===== src/rtl/rv_fetch_pkg.sv =====
// Shared types and constants for the RV32I fetch stage.
// Imported by the fetch top and its PC register.
package rv_fetch_pkg;

  localparam int XLEN    = 32;
  localparam int PC_STEP = 4;

  localparam logic [XLEN-1:0] NOP_INST = 32'h0000_0013;

  typedef enum logic [2:0] {
    REQ,
    WAIT,
    DRAIN,
    HOLD,
    FAULT
  } fetch_state_t;

  typedef struct packed {
    logic [XLEN-1:0] inst;
    logic [XLEN-1:0] pc;
  } if_id_t;

endpackage


===== src/rtl/fetch_pc_reg.sv =====
// Program counter: reset, redirect load, +4 on consume.
// Flags a redirect target that is not word aligned.
module fetch_pc_reg
  import rv_fetch_pkg::*;
#(
  parameter logic [XLEN-1:0] RESET_PC = 32'h0000_0000
) (
  input  logic            clk,
  input  logic            rst,
  input  logic            load,
  input  logic [XLEN-1:0] load_pc,
  input  logic            inc,
  output logic [XLEN-1:0] pc,
  output logic            misalign
);

  assign misalign = load && (load_pc[1:0] != 2'b00);

  // Redirect wins over increment; a faulting target is still recorded.
  always_ff @(posedge clk) begin
    if (rst) begin
      pc <= RESET_PC;
    end else if (load) begin
      pc <= load_pc;
    end else if (inc) begin
      pc <= pc + XLEN'(PC_STEP);
    end
  end

endmodule


===== src/rtl/inst_fetch.sv =====
// Instruction fetch stage: one outstanding imem request,
// valid/ready output, redirect with stale-response drop.
module inst_fetch
  import rv_fetch_pkg::*;
#(
  parameter logic [XLEN-1:0] RESET_PC = 32'h0000_0000,
  parameter logic [XLEN-1:0] NOP_INST = rv_fetch_pkg::NOP_INST
) (
  input  logic            clk,
  input  logic            rst,
  output logic            imem_req_valid,
  input  logic            imem_req_ready,
  output logic [XLEN-1:0] imem_addr,
  input  logic            imem_resp_valid,
  input  logic [XLEN-1:0] imem_resp_data,
  input  logic            redirect_valid,
  input  logic [XLEN-1:0] redirect_pc,
  output logic            inst_valid,
  input  logic            inst_ready,
  output logic [XLEN-1:0] inst_out,
  output logic [XLEN-1:0] inst_pc,
  output logic [24:0]     imm_field,
  output logic            fetch_fault
);

  fetch_state_t    state;
  if_id_t          held;
  logic            pend;
  logic [XLEN-1:0] pc;
  logic            misalign;
  logic            accept;
  logic            resp;
  logic            consume;
  logic            pend_after;

  assign imem_req_valid = (state == REQ) && !rst;
  assign imem_addr      = pc;

  assign accept     = imem_req_valid && imem_req_ready;
  assign resp       = imem_resp_valid && pend;
  assign consume    = (state == HOLD) && inst_ready
                      && !redirect_valid;
  assign pend_after = accept || (pend && !imem_resp_valid);

  assign inst_out  = held.inst;
  assign inst_pc   = held.pc;
  assign imm_field = held.inst[31:7];

  fetch_pc_reg #(
    .RESET_PC(RESET_PC)
  ) u_pc (
    .clk      (clk),
    .rst      (rst),
    .load     (redirect_valid),
    .load_pc  (redirect_pc),
    .inc      (consume),
    .pc       (pc),
    .misalign (misalign)
  );

  // Fetch control: redirect overrides all, pend tracks the one
  // outstanding request so late responses are absorbed.
  always_ff @(posedge clk) begin
    if (rst) begin
      state       <= REQ;
      pend        <= 1'b0;
      inst_valid  <= 1'b0;
      held        <= '{inst: NOP_INST, pc: RESET_PC};
      fetch_fault <= 1'b0;
    end else begin
      pend <= pend_after;
      if (redirect_valid) begin
        inst_valid <= 1'b0;
        if (misalign) begin
          fetch_fault <= 1'b1;
          state       <= FAULT;
        end else begin
          fetch_fault <= 1'b0;
          state       <= pend_after ? DRAIN : REQ;
        end
      end else begin
        unique case (state)
          REQ: begin
            if (accept) state <= WAIT;
          end
          WAIT: begin
            if (resp) begin
              held       <= '{inst: imem_resp_data, pc: pc};
              inst_valid <= 1'b1;
              state      <= HOLD;
            end
          end
          HOLD: begin
            if (inst_ready) begin
              inst_valid <= 1'b0;
              state      <= REQ;
            end
          end
          DRAIN: begin
            if (resp) state <= REQ;
          end
          FAULT: begin
            state <= FAULT;
          end
          default: begin
            state <= REQ;
          end
        endcase
      end
    end
  end

endmodule


===== config.mk =====
export PLATFORM = sky130hd
export DESIGN_NAME = inst_fetch
export DESIGN_NICKNAME = d
export VERILOG_FILES = /design/src/rtl/rv_fetch_pkg.sv /design/src/rtl/fetch_pc_reg.sv /design/src/rtl/inst_fetch.sv
export SDC_FILE = /design/constraint.sdc
export NUM_CORES = 1
export LEC_CHECK = 0
export ABC_AREA = 1
export CORE_MARGIN = 1
export CORE_UTILIZATION = 26
export DETAILED_ROUTE_END_ITERATION = 7
export PLACE_DENSITY = 0.57
export RECOVER_POWER = 50
export SLEW_MARGIN = 30
export SYNTH_ARGS = -nofsm -noshare
export SYNTH_HDL_FRONTEND = slang
export SYNTH_HIERARCHICAL = 1
export SYNTH_SLANG_ARGS = --single-unit

===== constraint.sdc =====
create_clock -name clk -period 4.6 [get_ports clk]
set_input_delay 0.92 -clock clk [delete_from_list [all_inputs] [get_ports clk]]
set_output_delay 0.92 -clock clk [all_outputs]
set_load 0.1 [all_outputs]

==> qor.yml, run 1 <==
drive_above_1_share: 0.06433
synthXorXnorAreaFrac: 0.01060
fp.dieW_um: 140.1
cts_tree: "done"
die_area_um2: 19620
cp-end-kind: "flop"
route.detailed.drc: 0
yosysTopAreaCell: "dfxtp_1"
synthAdderAreaFrac: 0.002525
pwr_density_cell_nw_per_um2: 297.3
ys.flop_type: "dfxtp_1"
worstPathArrival_ps: 3730
drt_pass1_iterations: 6
critPathKind: "input pin to flop"
path_common_cell: "inv_1"
setup_slack_ps: 1099
synth_warnings: 6
synth_nets: 767
synth_cell_types: 35
cts_buffer_depth: 2
setup_tns_ps: 0
routed_via_density: 4.571
area_growth_pct: 43.90
ctsResizeCount: 0
max_slew_margin: 0.2010
hold_class: "flop to flop"
cts.sinks: 102
cts-root-buf: "clkbuf_16"
place_ws_ps: 1108
async_flop_share: 0
clock_power_share: 0.389
slowest_stage: "dlygate4sd3_1"
grt_first_pass_wirelength_um: 25410
finalCritPeriodShare: 0.7610
diodes: 0
synth_most_common_cell: "nor2_1"
synthTopCellsByArea: "dfxtp_1 41%, nor2_1 13%, nand2_1 9.2%"
antenna_found_initial: 0
fin_cells: 1089
nets: 921
place_inst: 1073
critical_path_required_ps: 4820
antenna_left: 0
finalClockSkew_ps: 19.77
vias: 4978
wire_per_inst_um: 14.68
place.gp.congestion: 0.8430
rsz0062_at_grt: "false"
seqPwrFrac: 0.445
post-route-min-period_ps: 3501
rows: 50
max-vdd-ir-drop_uv: 144.0
clock_latency_ps: 350
hpwl_um: 11240
coreArea_um2: 18710
worst_pin_slew_ps: 1197
synth_compound_area_frac: 0.1419
ys_ff_latch: 102
grt_pass1_vias: 4619
track_usage: 0.1658
grt_overflow_total: 0
synth_edf_count: 0
clkTransAtPathRegs_ps: 70
p_sw_frac: 0.2963
leakage_nw: 2.917
whs_ps: 461.3
syn_inst: 696
critPathLaunchType: "input pin"
synth_simple_gate_area_frac: 0.3211
cts_buffers: 9
grt_max_degree: 65
synth_area_per_cell_um2: 7.121
die_h_um: 140.1
synth.area.mux_share: 0
syn_area_um2: 4956
post_cts_buffers: 0
io_buffers: 193
synth_top_family_by_area: "simple AND/OR/NAND/NOR gates"
crit_chain: "dlygate4sd3_1 > clkbuf_1 > inv_1 > nand2_1 > inv_1 > o211ai_1 > a31oi_1"
max_freq_ghz: 0.2857
p_sw_w: 0.0006282
max_cap_viol_count: 0
yosysTopAreaCellShare: 0.4120
totalWireLength_um: 15990
max_stage_delay_ps: 740
drt_first_iter_violations: 377
p_int_w: 0.001492
status: "complete, no violations"
initial_utilization: 0.2649
p_comb_frac: 0.166
io_pins: 194
htreeDepth: 3
yosysSeqAreaShare: 0.4120
synth_common_cells: "169 x nor2_1, 122 x nand2_1, 102 x dfxtp_1, 50 x o21ai_0, 40 x nand3_1"
setup_viol: 0
critPathMaxFanout: 22
slew_viol_final: 0
cts_hold_buffers: 0
hold_viol_final: 0
area by class of cell:
| cell class | count | area [um2] |
|---|---|---|
| Multi-Input combinational cell | 501 | 2365 |
| Inverter | 37 | 143.9 |
| Sequential cell | 102 | 2042 |
| Timing Repair Buffer | 199 | 1971 |
| Tap cell | 234 | 292.8 |
| Fill cell | 1993 | 11570 |
| Clock inverter | 4 | 51.30 |
| Clock buffer | 12 | 266.5 |
kinds of logic (layout without fill, tap and decap cells):
logic type,count (synthesis),in the layout
compound gates,126,126
xor+xnor,6,6
fa+ha+maj,1,1
buf+inv,93,252
flops,102,102
simple gates,368,368
flip-flops by register name, indices dropped and copies added, names as in the netlist:
name,flops
u_pc/pc,32
inst_valid,1
inst_pc,32
pend,1
state,3
fetch_fault,1
inst_out,32
power groups by stage:
stage | logic [W] | clock network, W | registers (W)
floorplan | 0.000102 | 0 | 0.00108
global placement | 0.000354 | 0 | 0.000964
detailed placement | 0.000354 | 0 | 0.000964
CTS | 0.000355 | 0.000863 | 0.000944
global route | 0.000374 | 0.000903 | 0.000948
finish | 0.000352 | 0.000825 | 0.000943
worst max-delay path, delay by kind of cell:
kind            cells  cell delay, ps
buf+inv             4            2220
compound gates      2             330
simple gates        1             260
layer usage:
| metal | track usage | routed length (um) | vias to the layer above |
|---|---|---|---|
| met5 | 0 | 0 | - |
| met4 | 0.04106 | 143 | 0 |
| met3 | 0.04068 | 956 | 9 |
| met2 | 0.2758 | 7271 | 174 |
| met1 | 0.2143 | 7620 | 2265 |
| li1 | - | - | 2530 |
per-stage QoR:
step | instance area, um2 | power [W] | utilization
final | 7132 | 0.002120 | 0.3813
after global placement | 6813 | 0.001318 | 0.3642
after detailed placement | 6818 | 0.001318 | 0.3645
after global routing | 7132 | 0.002225 | 0.3813
after CTS | 7136 | 0.002161 | 0.3815
after floorplan | 4956 | 0.001185 | -
cell usage in the layout, fill, tap and decap left out:
| cell | count |
|---|---|
| inv_2 | 3 |
| o21bai_1 | 3 |
| inv_1 | 32 |
| nor2_1 | 169 |
| clkbuf_16 | 9 |
| dlygate4sd3_1 | 35 |
| nor2_4 | 11 |
| clkinvlp_4 | 1 |
| clkinv_2 | 1 |
| or2_2 | 2 |
| nor3_1 | 1 |
| nand2_1 | 122 |
| o211ai_1 | 3 |
| a21oi_2 | 1 |
| xnor2_1 | 2 |
| o21ai_0 | 66 |
| nand3b_1 | 3 |
| inv_6 | 2 |
| xor2_1 | 4 |
| nand2_2 | 8 |
| and2_1 | 2 |
| clkinv_1 | 1 |
| ha_1 | 1 |
| clkbuf_1 | 1 |
| dfxtp_1 | 102 |
| a21oi_1 | 29 |
| or2_1 | 1 |
| clkdlybuf4s50_1 | 157 |
| a22oi_1 | 19 |
| nand2_4 | 3 |
| nand4_1 | 2 |
| bufinv_16 | 1 |
| nor2_2 | 4 |
| buf_4 | 6 |
| clkbuf_8 | 3 |
| nand3_1 | 40 |
| a31oi_1 | 5 |
final timing paths:
kind,from,end,slack [ps],depth (start not counted)
max,redirect_valid,u_pc/pc[6]$_SDFFE_PP0N_,1100,7
min,inst_out[1]$_SDFFE_PP1P_,inst_out[1]$_SDFFE_PP1P_,460,2
max reg2reg,state[1]$_SDFFE_PP0P_,u_pc/pc[6]$_SDFFE_PP0N_,2120,8
min reg2reg,inst_out[1]$_SDFFE_PP1P_,inst_out[1]$_SDFFE_PP1P_,460,2
(Power assumes the default switching activity.)
==> run 2: changes to the inputs <==
PLACE_DENSITY = 0.59   (was 0.57)
clock period = 2.9 ns   (was 4.6 ns; I/O delays follow)
==> run 2 against run 1 <==
  * Clock power rose by 56%
  * Worst setup slack worse by 530 ps
  * Global-route usage is 0.063 points higher
  * Sequential power grew 59%
  * Non-clock buffer count grew 2
  * Cell count increased by 0.18%
  * Routed wire length rose by 0.64%
  * Largest power group unchanged
==> qor.yml, run 2 (synthesis results as in run 1) <==
hold_viol_final: 0  # unchanged
die_area_um2: 19620  # unchanged
rows: 50  # unchanged
place_ws_ps: 278.4  # -829.4 ps
status: "complete, no violations"
cts_buffer_depth: 2  # unchanged
die_h_um: 140.1  # unchanged
critPathKind: "input pin to flop"
diodes: 0  # unchanged
pwr_density_cell_nw_per_um2: 513.8  # +73%
cts-root-buf: "clkbuf_16"
hold_class: "flop to flop"
max_slew_margin: 0.1479  # -0.05316
grt_max_degree: 65  # unchanged
track_usage: 0.1664  # +0.0006254
route.detailed.drc: 0  # unchanged
coreArea_um2: 18710  # unchanged
critPathLaunchType: "input pin"
grt_pass1_vias: 4590  # -0.63%
htreeDepth: 3  # unchanged
worst-path-buf-inv: 3  # -1
cp_top_family: "buffers and inverters"
initial_utilization: 0.2649  # unchanged
critPathMaxFanout: 9  # -59%
io_pins: 194  # unchanged
place.gp.congestion: 0.8706  # +3.3%
antenna_left: 0  # unchanged
setup_viol: 0  # unchanged
reg2reg_from: "state[1]$_SDFFE_PP0P_"
finalClockSkew_ps: 8.120  # -11.65 ps
crit_start: "redirect_valid"
regToRegSetupSlack_ps: 680  # -1440 ps
clkTransAtPathRegs_ps: 70  # about the same
cts_hold_buffers: 0  # unchanged
ctsResizeCount: 0  # unchanged
finalCritPeriodShare: 0.8051
wire_per_inst_um: 14.75  # +0.46%
post_cts_buffers: 0  # unchanged
cts_buffers: 9  # unchanged
io_buffers: 193  # unchanged
drt_first_iter_violations: 252  # -33%
rsz0062_at_grt: "false"
max_stage_delay_ps: 580  # -160 ps
totalWireLength_um: 16090  # +0.64%
setup_tns_ps: 0  # unchanged
leakage_nw: 2.616  # -10%
drt_pass1_iterations: 4  # -2
crit_path_end: "state[1]$_SDFFE_PP0P_"
post-route-min-period_ps: 2335
nets: 923  # +0.22%
vias: 4993  # +0.30%
slowest_stage: "dlygate4sd3_1"
min_delay_path_depth: 2  # unchanged
worstReg2RegEnd: "u_pc/pc[6]$_SDFFE_PP0N_"
hpwl_um: 11020  # -2.0%
grt_overflow_total: 0  # unchanged
antenna_found_initial: 0  # unchanged
cts_tree: "done"
layout_commonest_cell: "nor2_1"
grt_first_pass_wirelength_um: 25250  # -0.65%
crit_chain: "dlygate4sd3_1 > clkbuf_1 > clkinv_1 > nand2_1 > nor2_1 > nor2_1 > nand3_1 > nor2_1 > nor2_1"
max-vdd-ir-drop_uv: 286.1  # +99%
most-common-layout-cells: "169 x nor2_1, 122 x nand2_1, 108 x clkbuf_1"
setup_slack_ps: 565.2  # -534.1 ps
area_growth_pct: 30.78
cp-end-kind: "flop"
fp.dieW_um: 140.1  # unchanged
fillCellCount: 2118  # +6.3%
max_cap_viol_count: 0  # unchanged
path_depth: 9  # +2
slew_viol_final: 0  # unchanged
critical_path_required_ps: 3150  # -1670 ps
max_freq_ghz: 0.4283
rr_worst_depth: 10  # +2
routed_via_density: 4.577  # +0.12%
path_common_cell: "nor2_1"
worst_pin_slew_ps: 1284  # +86.55 ps
cts.sinks: 102  # unchanged
drive_above_1_share: 0.08751  # +0.02319
clock_latency_ps: 350  # about the same
worstPathArrival_ps: 2580  # -1150 ps
[run 2: cell types whose count changed in the layout (fill, tap and decap cells not counted), sizes merged]
| cell | before | now |
|---|---|---|
| buf | 6 | 23 |
| clkbuf | 13 | 120 |
| clkdlybuf4s50 | 157 | 68 |
| clkinv | 2 | 3 |
| dlygate4sd3 | 35 | 1 |
[run 2: worst min-delay path by stage]
stage               slack [ps]                       end                     start
global placement           450  inst_out[0]$_SDFFE_PP1P_  inst_out[0]$_SDFFE_PP1P_
finish                     460  inst_out[4]$_SDFFE_PP1P_  inst_out[4]$_SDFFE_PP1P_
CTS                        470  inst_out[4]$_SDFFE_PP1P_  inst_out[4]$_SDFFE_PP1P_
global route               500  inst_out[0]$_SDFFE_PP1P_  inst_out[0]$_SDFFE_PP1P_
detailed placement         450  inst_out[4]$_SDFFE_PP1P_  inst_out[4]$_SDFFE_PP1P_
floorplan                  460           pend$_SDFF_PP0_           pend$_SDFF_PP0_
[run 2: worst reg2reg max path, cell delays in order, from the launching register on]
cell      delay (ps)
dfxtp_1          430
nand2_1           80
nor2_1           160
nand2_1           90
nor2_1           290
buf_4            210
nand2_1          130
inv_1            330
buf_12           190
o211ai_1          90
a31oi_1          130
[run 2: power by group]
part,switching (W),internal [W]
sequential,0.0000619,0.00143
clock,0.000571,0.000718
combinational,0.000372,0.000173
total,0.00100,0.00232
[run 2: cell type report]
cell class	count	area, um2	area share
clock buffers	11	252.7	0.03900
flip-flops and latches	102	2042	0.3151
well taps	234	292.8	0.04517
multi-input cells	501	2370	0.3656
repair buffers	201	1324	0.2042
clock inverters	5	56.30	0.008687
inverters	37	143.9	0.02220
[run 2: layer usage]
metal	routed length, um	global-route usage	vias to the layer above
met1	7283	0.2056	2255
li1	-	-	2545
met3	1132	0.04615	16
met4	207	0.04800	0
met5	0	0	-
met2	7471	0.2813	177
[run 2: per-stage QoR]
stage | area [um2] | util | hold slack [ps] | power (W) | cells
2_1_floorplan | 4961 | - | 459.3 | 0.001881 | 696
3_3_place_gp | 6575 | 0.3515 | 445.3 | 0.002091 | 1075
3_5_place_dp | 6580 | 0.3518 | 449.2 | 0.002091 | 1075
4_1_cts | 6889 | 0.3683 | 468.1 | 0.003415 | 1091
5_1_grt | 6481 | 0.3465 | 503.9 | 0.003486 | 1091
6_report | 6481 | 0.3465 | 460.9 | 0.003330 | 1091
==> run 3: changes to the inputs <==
clock period = 2 ns   (was 2.9 ns; I/O delays follow)
==> run 3 against run 2 <==
  * Cell area up 8.3%
  * Register-to-register slack worse by 400 ps
  * Clock power grew 39%
  * Count of clock-buffer cells in the layout down 2
  * Critical path depth is 6 lower
  * Highest routed layer unchanged
  * Critical endpoint is now imem_req_valid
  * Global-route usage rose by 0.070 points
  * Worst setup slack worse by 450 ps
  * Clock skew up 0.52 ps
  * Power up 45%
  * Largest power group unchanged
  * First-iteration DRC count rose by 6.0%
==> qor.yml, run 3 (synthesis results as in run 1) <==
critical_path_required_ps: 1600  # -1550 ps
critPathMaxFanout: 5  # -4
p_sw_frac: 0.3045  # +0.002708
io_buffers: 193  # unchanged
cts_buffers: 9  # unchanged
fin_cells: 1119  # +2.6%
critPathKind: "input pin to primary output"
worstReg2RegEnd: "u_pc/pc[6]$_SDFFE_PP0N_"
fillCellCount: 1989  # -6.1%
antenna_found_initial: 0  # unchanged
placedInstanceArea_um2: 7138  # +8.5%
min_to: "inst_out[1]$_SDFFE_PP1P_"
post-route-min-period_ps: 1880
cp-end-kind: "primary output"
grt_first_pass_wirelength_um: 25560  # +1.3%
rsz0062_at_grt: "false"
cts_tree: "done"
setup_viol: 0  # unchanged
place.gp.congestion: 0.8246  # -5.3%
crit_chain: "dlygate4sd3_1 > nor3_4 > buf_12"
hpwl_um: 11760  # +6.7%
postLayoutCellArea_um2: 7017  # +8.3%
cts-root-buf: "clkbuf_16"
finalClockSkew_ps: 8.636  # +0.5168 ps
pwr_density_cell_nw_per_um2: 689.8  # +34%
status: "complete, no violations"
max_slew_margin: 0.4946  # +0.3468
p_sw_w: 0.001474  # +47%
reg2reg_from: "state[1]$_SDFFE_PP0P_"
clock_latency_ps: 350  # about the same
place_inst: 1103  # +2.6%
hold_path_startpoint: "inst_out[1]$_SDFFE_PP1P_"
worst-path-buf-inv: 2  # -1
cts_hold_buffers: 0  # unchanged
worst_pin_slew_ps: 758.1  # -525.6 ps
fp.dieW_um: 140.1  # unchanged
setup_tns_ps: 0  # unchanged
die_h_um: 140.1  # unchanged
seqPwrFrac: 0.446  # -0.003
finalCritPeriodShare: 0.9402
diodes: 0  # unchanged
cts.sinks: 102  # unchanged
htreeDepth: 3  # unchanged
worstPathArrival_ps: 1480  # -1100 ps
ctsResizeCount: 0  # unchanged
antenna_left: 0  # unchanged
min_delay_path_depth: 2  # unchanged
drt_first_iter_violations: 267  # +6.0%
die_area_um2: 19620  # unchanged
p_int_w: 0.003366  # +45%
area_growth_pct: 41.58
totalWireLength_um: 16070  # -0.18%
post_cts_buffers: 0  # unchanged
grt_overflow_total: 0  # unchanged
coreArea_um2: 18710  # unchanged
grt_pass1_vias: 4779  # +4.1%
most-common-layout-cells: "169 x nor2_1, 122 x nand2_1, 108 x clkbuf_2"
p_comb_frac: 0.184  # +0.021
setup_slack_ps: 119.7  # -445.5 ps
slowest_stage: "dlygate4sd3_1"
drive_above_1_share: 0.2452  # +0.1577
max-vdd-ir-drop_uv: 394.1  # +38%
slew_viol_final: 0  # unchanged
place_ws_ps: 31.17  # -247.2 ps
rows: 50  # unchanged
track_usage: 0.1671  # +0.0006986
routed_via_density: 4.487  # -2.0%
critPathLaunchType: "input pin"
max_cap_viol_count: 0  # unchanged
io_pins: 194  # unchanged
vias: 5021  # +0.56%
hold_class: "flop to flop"
clkTransAtPathRegs_ps: 70  # about the same
nets: 951  # +3.0%
route.detailed.drc: 0  # unchanged
wire_per_inst_um: 14.36  # -2.7%
cts_buffer_depth: 2  # unchanged
drt_pass1_iterations: 4  # unchanged
rr_worst_depth: 9  # -1
layout_commonest_cell: "nor2_1"
initial_utilization: 0.2649  # unchanged
hold_viol_final: 0  # unchanged
cp_top_family: "buffers and inverters"
grt_max_degree: 45  # -31%
max_stage_delay_ps: 650  # +70 ps
leakage_nw: 3.169  # +21%
max_freq_ghz: 0.5318
clock_power_share: 0.370  # -0.017
power_w: 0.004840  # +45%
regToRegSetupSlack_ps: 280  # -400 ps
-- run 3: cell count changes in the layout (fill, tap and decap cells not counted), sizes merged --
cell / delta
buf: +28
clkbuf: -2
clkinv: +2
clkinvlp: +1
inv: -1
-- run 3: worst register-to-register path: stages (launching register included) --
cell      delay (ps)
dfxtp_1          440
nand2_1           80
nor2_1           170
nand2_1          100
nor2_1           230
nand2_1          110
inv_1            100
buf_12           170
o211ai_1         110
a31oi_1          130
-- run 3: metal layers --
metal,track usage,vias to the layer above,share of wire
li1,-,2593,-
met1,0.2134,2221,0.46
met2,0.2811,192,0.46
met3,0.03453,15,0.063
met4,0.05263,0,0.014
met5,0,-,0
-- run 3: power by group through the flow --
stage | Clock, W | Sequential, W | Combinational, W
final | 0.00179 | 0.00216 | 0.000892
after global placement | 0 | 0.00221 | 0.000944
after CTS | 0.00187 | 0.00216 | 0.000950
after detailed placement | 0 | 0.00221 | 0.000945
after global routing | 0.00196 | 0.00217 | 0.000946
after floorplan | 0 | 0.00249 | 0.000239
-- run 3: layout make-up --
class	instances	area [um2]	area share
clock buffers	9	225.2	0.03210
inverters	37	143.9	0.02051
flip-flops and latches	102	2051	0.2923
repair buffers	229	1868	0.2662
well taps	234	292.8	0.04173
multi-input cells	501	2371	0.3379
clock inverters	7	65.06	0.009272
-- run 3: worst max-delay path by stage --
stage / startpoint / end / cells after the start
4_1_cts: rst / imem_req_valid / 3
6_report: rst / imem_req_valid / 3
3_3_place_gp: imem_resp_valid / inst_pc[13]$_SDFFE_PP0P_ / 9
3_5_place_dp: imem_resp_valid / inst_pc[13]$_SDFFE_PP0P_ / 9
2_1_floorplan: u_pc/pc[6]$_SDFFE_PP0N_ / u_pc/pc[25]$_SDFFE_PP0N_ / 7
5_1_grt: state[0]$_SDFFE_PP0P_ / u_pc/pc[23]$_SDFFE_PP0N_ / 9
-- run 3: per-stage QoR --
step | util | hold slack, ps
finish | 0.3751 | 460.4
global route | 0.3751 | 499.4
CTS | 0.3971 | 466.1
detailed placement | 0.3816 | 451.1
global placement | 0.3816 | 446.1
floorplan | - | 459.3
